File: src/rtl/sd_cmd_engine_pkg.sv
// sd_pkg: shared constants and state encoding for the SD CMD-line engine
package sd_pkg;
  localparam logic [6:0] CRC7_POLY = 7'h09;
  localparam int FRAME_LEN = 48;
  localparam int TURNAROUND = 2;
  typedef enum logic [2:0] {IDLE, TX, WAIT, RX, CHECK, DONE} state_t;
endpackage

File: src/rtl/sd_cmd_engine_if.sv
// sd_cmd_engine_if: host-side command/response bundle of the SD CMD engine
interface sd_cmd_engine_if;
  logic        cmd_trigger;
  logic [5:0]  cmd_index;
  logic [31:0] cmd_arg;
  logic        resp_en;
  logic        busy;
  logic        done;
  logic [47:0] resp;
  logic        resp_crc_err;
  logic        resp_timeout;
  modport master(output cmd_trigger, cmd_index, cmd_arg, resp_en,
                 input busy, done, resp, resp_crc_err, resp_timeout);
  modport slave(input cmd_trigger, cmd_index, cmd_arg, resp_en,
                output busy, done, resp, resp_crc_err, resp_timeout);
endinterface

File: src/rtl/sd_cmd_engine_crc7.sv
// sd_crc7: serial CRC7 (x^7+x^3+1), MSB first, zero initial value
module sd_crc7
  import sd_pkg::*;
(
  input  logic       clk,
  input  logic       rst,
  input  logic       clr,
  input  logic       en,
  input  logic       din,
  output logic [6:0] crc
);
  logic w_fb;
  assign w_fb = din ^ crc[6];
  always_ff @(posedge clk or posedge rst)
    if (rst) crc <= 7'h0;
    else if (clr) crc <= 7'h0;
    else if (en) crc <= {crc[5:0], 1'b0} ^ (w_fb ? CRC7_POLY : 7'h0);
endmodule

File: src/rtl/sd_cmd_engine.sv
// sd_cmd_engine: serialises a 48-bit SD command and captures an optional 48-bit response
// Define SD_CMD_RESP_CRC_EN to build the receive-side CRC7 check.
module sd_cmd_engine
  import sd_pkg::*;
#(
  parameter int RESP_TIMEOUT = 64,
  parameter int TIMEOUT_W    = 8
) (
  input  logic             clk,
  input  logic             rst,
  sd_cmd_engine_if.slave   host,
  output logic             sd_cmdOut,
  output logic             sd_cmdOutEn,
  input  logic             sd_cmdIn
);
  state_t                 r_state;
  logic [38:0]            r_tx;
  logic [5:0]             r_cnt;
  logic [TIMEOUT_W-1:0]   r_wcnt;
  logic [47:0]            r_resp;
  logic                   r_resp_en, r_busy, r_done, r_crc_err, r_timeout, r_out, r_oe;
  logic [6:0]             w_tx_crc;
  logic                   w_accept, w_tx_en, w_start, w_crc_bit, w_crc_bad;

  assign w_accept  = r_state == IDLE && host.cmd_trigger;
  assign w_tx_en   = r_state == TX && r_cnt < 6'd40;
  assign w_start   = r_state == WAIT && r_wcnt > TIMEOUT_W'(TURNAROUND) && !sd_cmdIn;
  assign w_crc_bit = w_tx_crc[3'(6'd46 - r_cnt)];

  sd_crc7 u_tx_crc (.clk, .rst, .clr(w_accept), .en(w_tx_en), .din(r_tx[38]), .crc(w_tx_crc));

`ifdef SD_CMD_RESP_CRC_EN
  logic [6:0] w_rx_crc;
  logic       w_rx_en;
  assign w_rx_en   = w_start || (r_state == RX && r_cnt < 6'd40);
  assign w_crc_bad = w_rx_crc != r_resp[7:1];
  sd_crc7 u_rx_crc (.clk, .rst, .clr(w_accept), .en(w_rx_en), .din(sd_cmdIn), .crc(w_rx_crc));
`else
  assign w_crc_bad = 1'b0;
`endif

  // r_cnt counts frame bits already on the line (TX) or already captured (RX)
  always_ff @(posedge clk or posedge rst)
    if (rst) begin
      r_state   <= IDLE;
      r_tx      <= '0;
      r_cnt     <= '0;
      r_wcnt    <= '0;
      r_resp    <= '0;
      r_resp_en <= 1'b0;
      r_busy    <= 1'b0;
      r_done    <= 1'b0;
      r_crc_err <= 1'b0;
      r_timeout <= 1'b0;
      r_out     <= 1'b1;
      r_oe      <= 1'b0;
    end else begin
      r_done <= 1'b0;
      case (r_state)
        IDLE: if (host.cmd_trigger) begin
          r_tx      <= {1'b1, host.cmd_index, host.cmd_arg};
          r_resp_en <= host.resp_en;
          r_resp    <= '0;
          r_crc_err <= 1'b0;
          r_timeout <= 1'b0;
          r_busy    <= 1'b1;
          r_out     <= 1'b0;
          r_oe      <= 1'b1;
          r_cnt     <= 6'd1;
          r_state   <= TX;
        end
        TX: begin
          r_cnt <= r_cnt + 6'd1;
          r_tx  <= r_tx << 1;
          r_out <= r_cnt < 6'd40 ? r_tx[38] : r_cnt < 6'd47 ? w_crc_bit : 1'b1;
          if (r_cnt == 6'(FRAME_LEN)) begin
            r_oe    <= 1'b0;
            r_wcnt  <= TIMEOUT_W'(1);
            r_state <= r_resp_en ? WAIT : DONE;
          end
        end
        WAIT: begin
          r_wcnt <= r_wcnt + TIMEOUT_W'(1);
          if (w_start) begin
            r_resp  <= {r_resp[46:0], sd_cmdIn};
            r_cnt   <= 6'd1;
            r_state <= RX;
          end else if (r_wcnt == TIMEOUT_W'(RESP_TIMEOUT)) begin
            r_timeout <= 1'b1;
            r_state   <= DONE;
          end
        end
        RX: begin
          r_resp <= {r_resp[46:0], sd_cmdIn};
          r_cnt  <= r_cnt + 6'd1;
          if (r_cnt == 6'(FRAME_LEN - 1)) r_state <= CHECK;
        end
        CHECK: begin
          r_crc_err <= w_crc_bad || !r_resp[0];
          r_state   <= DONE;
        end
        DONE: begin
          r_done  <= 1'b1;
          r_busy  <= 1'b0;
          r_cnt   <= '0;
          r_wcnt  <= '0;
          r_state <= IDLE;
        end
        default: r_state <= IDLE;
      endcase
    end

  assign host.busy         = r_busy;
  assign host.done         = r_done;
  assign host.resp         = r_resp;
  assign host.resp_crc_err = r_crc_err;
  assign host.resp_timeout = r_timeout;
  assign sd_cmdOut         = r_out;
  assign sd_cmdOutEn       = r_oe;
endmodule

File: src/flat_wrapper.sv
// flat-port wrapper written by rule: the top's interface ports become plain ports
module sd_cmd_engine_flat import sd_pkg::*;
#(
  parameter int RESP_TIMEOUT = 64,
  parameter int TIMEOUT_W    = 8
)
  (clk, rst, sd_cmdOut, sd_cmdOutEn, sd_cmdIn, host_cmd_trigger, host_cmd_index, host_cmd_arg, host_resp_en, host_busy, host_done, host_resp, host_resp_crc_err, host_resp_timeout);
  sd_cmd_engine_if host_i ();
  input  logic clk;
  input  logic rst;
  output logic sd_cmdOut;
  output logic sd_cmdOutEn;
  input  logic sd_cmdIn;
  input wire logic [$bits(host_i.cmd_trigger)-1:0] host_cmd_trigger;
  input wire logic [$bits(host_i.cmd_index)-1:0] host_cmd_index;
  input wire logic [$bits(host_i.cmd_arg)-1:0] host_cmd_arg;
  input wire logic [$bits(host_i.resp_en)-1:0] host_resp_en;
  output wire logic [$bits(host_i.busy)-1:0] host_busy;
  output wire logic [$bits(host_i.done)-1:0] host_done;
  output wire logic [$bits(host_i.resp)-1:0] host_resp;
  output wire logic [$bits(host_i.resp_crc_err)-1:0] host_resp_crc_err;
  output wire logic [$bits(host_i.resp_timeout)-1:0] host_resp_timeout;
  assign host_i.cmd_trigger = host_cmd_trigger;
  assign host_i.cmd_index = host_cmd_index;
  assign host_i.cmd_arg = host_cmd_arg;
  assign host_i.resp_en = host_resp_en;
  assign host_busy = host_i.busy;
  assign host_done = host_i.done;
  assign host_resp = host_i.resp;
  assign host_resp_crc_err = host_i.resp_crc_err;
  assign host_resp_timeout = host_i.resp_timeout;
  sd_cmd_engine #(.RESP_TIMEOUT(RESP_TIMEOUT), .TIMEOUT_W(TIMEOUT_W)) u_core (.clk(clk), .rst(rst), .host(host_i), .sd_cmdOut(sd_cmdOut), .sd_cmdOutEn(sd_cmdOutEn), .sd_cmdIn(sd_cmdIn));
endmodule
File: config.mk
export PLATFORM = sky130hd
export DESIGN_NAME = sd_cmd_engine_flat
export DESIGN_NICKNAME = d
export VERILOG_FILES = /design/src/rtl/sd_cmd_engine_pkg.sv /design/src/rtl/sd_cmd_engine_if.sv /design/src/rtl/sd_cmd_engine_crc7.sv /design/src/rtl/sd_cmd_engine.sv /design/src/flat_wrapper.sv
export SDC_FILE = /design/constraint.sdc
export NUM_CORES = 1
export LEC_CHECK = 0
export CORE_MARGIN = 8
export CORE_UTILIZATION = 48
export DETAILED_ROUTE_END_ITERATION = 7
export HOLD_SLACK_MARGIN = 0.02
export MAX_ROUTING_LAYER = met4
export PLACE_DENSITY_LB_ADDON = 0.3
export SYNTH_ARGS = -nofsm -noshare
export SYNTH_HDL_FRONTEND = slang
export SYNTH_SLANG_ARGS = --single-unit
File: constraint.sdc
create_clock -name clk -period 3.2 [get_ports clk]
set_input_delay 0.32 -clock clk [delete_from_list [all_inputs] [get_ports clk]]
set_output_delay 0.32 -clock clk [all_outputs]
set_load 0.02 [all_outputs]
==> out/qor.csv <==
stage,metric,value,unit
status,status,finished clean,
place,dp_hpwl,8360,um
sta,finalSetupTns,0,ns
sta,setup_ws,0.901,ns
detailed_routing,route.detailed.drc,0,
synth,yosys.cell_types.count,52,
floorplan,pin_count,97,
grt,grt_pass1_vias,4343,
worst_setup_path,slowest_delay,0.79,ns
floorplan,die-area,15100,sq um
synth,synth_top_area_share,53.2,%
floorplan,fp.dieW,123,um
worst_setup_path,required,3.46,ns
power_and_ir_drop,p_leak,3.10,nW
finish,area_delta_synth_final,29.3,%
detailed_routing,vias,4356,
clock_network,h-tree-depth,4,
detailed_routing,routedWlPerCell,15.3,um
power_and_ir_drop,power_frac_comb,35.6,%
synth,syn_area_per_cell,9.76,sq um
worst_setup_path,arrival,2.56,ns
sta,drv_slew,0,
worst_setup_path,worstPathMaxFanout,20,
place,dp_slack,0.933,ns
finish,final_common_cell,nand2_1,
worst_setup_path,critical_path_class,reg2reg,
power_and_ir_drop,seq_power_share,36.5,%
sta,layout_worst_path_cycle_share,71.8,%
clock_network,cts_resized,0,
worst_setup_path,crit_chain,nor3b_4 > nand2_1 > nand3_1 > o21ai_0,
finish,nNetsFinal,702,
synth,ys_async_sr_fraction,100,%
floorplan,coreArea,11300,sq um
synth,synth_top_flop_cell,dfrtp_1,
place,routabilityCongestion,0.803,
place,portBuffers,96,
worst_setup_path,critPathLaunchType,flop,
power_and_ir_drop,p_per_area,860,nW/um^2
clock_network,cts_buffer_depth,2,
flow_run,maxCapViolations,0,
sta,max_slew_margin,44.2,%
detailed_routing,wirelength,12300,um
sta,fin_skew,0.00690,ns
sta,finalHoldViolCount,0,
grt,grt_pass1_wl,20500,um
floorplan,die_h,123,um
power_and_ir_drop,netSwitchingFraction,36.3,%
power_and_ir_drop,internal_power,3.90,mW
clock_network,cts.clk_slew.worst_paths,0.05,ns
sta,setup_viol,0,
worst_setup_path,worst-path-buf-inv,0,
clock_network,numCtsBuffers,17,
clock_network,clockRootBuffer,clkbuf_16,
finish,diodes,0,
grt,grt_max_degree,119,
synth,ys_warn_count,0,
synth,synth.ff_latch_count,118,
worst_setup_path,endpoint_kind,flop,
clock_network,post_cts_buffers,0,
synth,synthTopCellsByArea,"dfrtp_1 53%, mux2i_1 8.9%, nand2_1 8.3%, inv_1 4.3%, a22oi_1 3.7%",
clock_network,holdBufCountCts,0,
worst_setup_path,slowest_stage,nor3b_4,
detailed_routing,vias_per_cell,5.40,
grt,gr-total-overflow,0,
sta,rsz0062_at_grt,no,
power_and_ir_drop,clkPwrFrac,28.0,%
worst_setup_path,critical_path.top_delay_family,simple AND/OR/NAND/NOR gates,
place,dpl_cell_area,6580,sq um
synth,synth_edf_count,0,
grt,antenna_found_initial,0,
finish,layout-drive-gt1-share,6.78,%
finish,mostFrequentLayoutCells,"122 x nand2_1, 117 x dfrtp_1, 96 x clkdlybuf4s50_1",
clock_network,cts_tree,built,
synth,syn_inst,564,
floorplan,core.rowCount,39,
synth,seq_area_frac_synth,53.7,%
synth,synth_top_area_cell,dfrtp_1,
sta,fmax,435,MHz
sta,worstMarginPinSlew,0.834,ns
detailed_routing,detail-route-antenna-nets,0,
sta,finalCriticalPeriod,2.30,ns
detailed_routing,firstDrtPassIters,4,
power_and_ir_drop,switching_power,2.22,mW
synth,syn-cell-area,5500,sq um
min_path,hold_path.class,in2async,
clock_network,cts.sinks,118,
floorplan,start_util,48.6,%
detailed_routing,drtIter0Drc,350,
finish,fin_area,7120,sq um
synth,syn_nets,612,
clock_network,clock_latency,0.40,ns
power_and_ir_drop,ir_worst_vdd,0.524,mV
grt,globalRouteTotalUtil,17.2,%
[power by group through the flow]
stage	Combinational (mW)	Sequential, mW	Clock, mW
floorplan	1.76	2.13	0
global placement	2.12	2.22	0
detailed placement	2.19	2.23	0
CTS	2.19	2.22	1.75
global route	2.43	2.28	1.81
finish	2.18	2.23	1.71
[cells by family (layout without fill, tap and decap cells)]
group,count (synthesis),after routing,share of synthesized area [%]
AOI/OAI and AO/OA,98,98,12.4
xor gates and xnor gates,5,5,0.796
adders and majority gates,5,5,1.14
buffers and inverters,96,196,7.25
DFF,118,118,53.7
muxes,51,51,9.53
and+or+nand+nor,191,191,15.2
[through the flow]
step / power, mW / hold WS, ns / instances / util, %
CTS: 6.16 / 0.452 / 807 / 62.9
global placement: 4.34 / 0.459 / 778 / 58.2
global route: 6.52 / 0.482 / 807 / 62.9
floorplan: 3.89 / 0.425 / 564 / -
finish: 6.12 / 0.438 / 807 / 62.9
detailed placement: 4.43 / 0.463 / 778 / 58.2
[sequential cells by signal, summed over array words and instances, names as in the netlist]
name / cells
u_core.u_tx_crc.crc: 7
u_core.r_resp_en: 1
u_core.sd_cmdOutEn: 1
u_core.host.resp_timeout: 1
u_core.host.resp: 48
u_core.r_state: 3
u_core.sd_cmdOut: 1
u_core.r_wcnt: 8
u_core.host.done: 1
u_core.r_tx: 39
u_core.r_cnt: 6
u_core.host.busy: 1
u_core.host.resp_crc_err: 1
[final timing paths]
kind	startpoint	endpoint	slack, ns	cells after the start
setup reg to reg	u_core.r_state[2]$_DFFE_PP0P_	u_core.u_tx_crc.crc[1]$_DFFE_PP0P_	0.90	4
max in group asynchronous	rst	u_core.host.done$_DFF_PP0_	2.24	3
setup / recovery	u_core.r_state[2]$_DFFE_PP0P_	u_core.u_tx_crc.crc[1]$_DFFE_PP0P_	0.90	4
hold / removal	rst	u_core.r_tx[31]$_DFFE_PP0P_	0.44	3
min in group clk	host_resp_en	u_core.r_resp_en$_DFFE_PP0P_	0.46	3
hold reg to reg	u_core.r_tx[19]$_DFFE_PP0P_	u_core.r_tx[19]$_DFFE_PP0P_	0.48	2
[tightest hold or removal path, cell delays in order]
cell and delay (ns):
clkdlybuf4s50_1 0.44, clkinvlp_4 0.10, buf_12 0.44
[metal layers]
| metal | GRT usage, % | up-vias | part of all wire, % | wire length (um) |
|---|---|---|---|---|
| li1 | - | 2087 | - | - |
| met2 | 26.2 | 122 | 47 | 5840 |
| met3 | 3.93 | 6 | 5.0 | 612 |
| met4 | 5.94 | 0 | 0.66 | 81 |
| met1 | 22.4 | 2141 | 47 | 5780 |
| met5 | - | - | 0 | 0 |
[synth_stat cells (4+ instances only)]
library cell,number
nor2b_1,4
dfrtp_1,117
a22oi_1,27
o22ai_1,12
clkbuf_1,21
inv_1,63
a21oi_1,13
buf_2,7
nor3_1,12
nand2_1,122
nor2_1,17
o21ai_0,13
nand2b_1,4
nand3_1,16
mux2i_1,49
ha_1,5
a31oi_1,8
[area by class of cell]
class / instances / area (sq um)
fillers: 932 / 4210
flip-flops and latches: 118 / 2950
multi-input cells: 350 / 2160
repair buffers: 104 / 1050
clock buffers: 24 / 482
inverters: 63 / 240
well taps: 143 / 179
clock inverters: 5 / 50.0
Note: power is estimated with default switching activity, not from simulation.
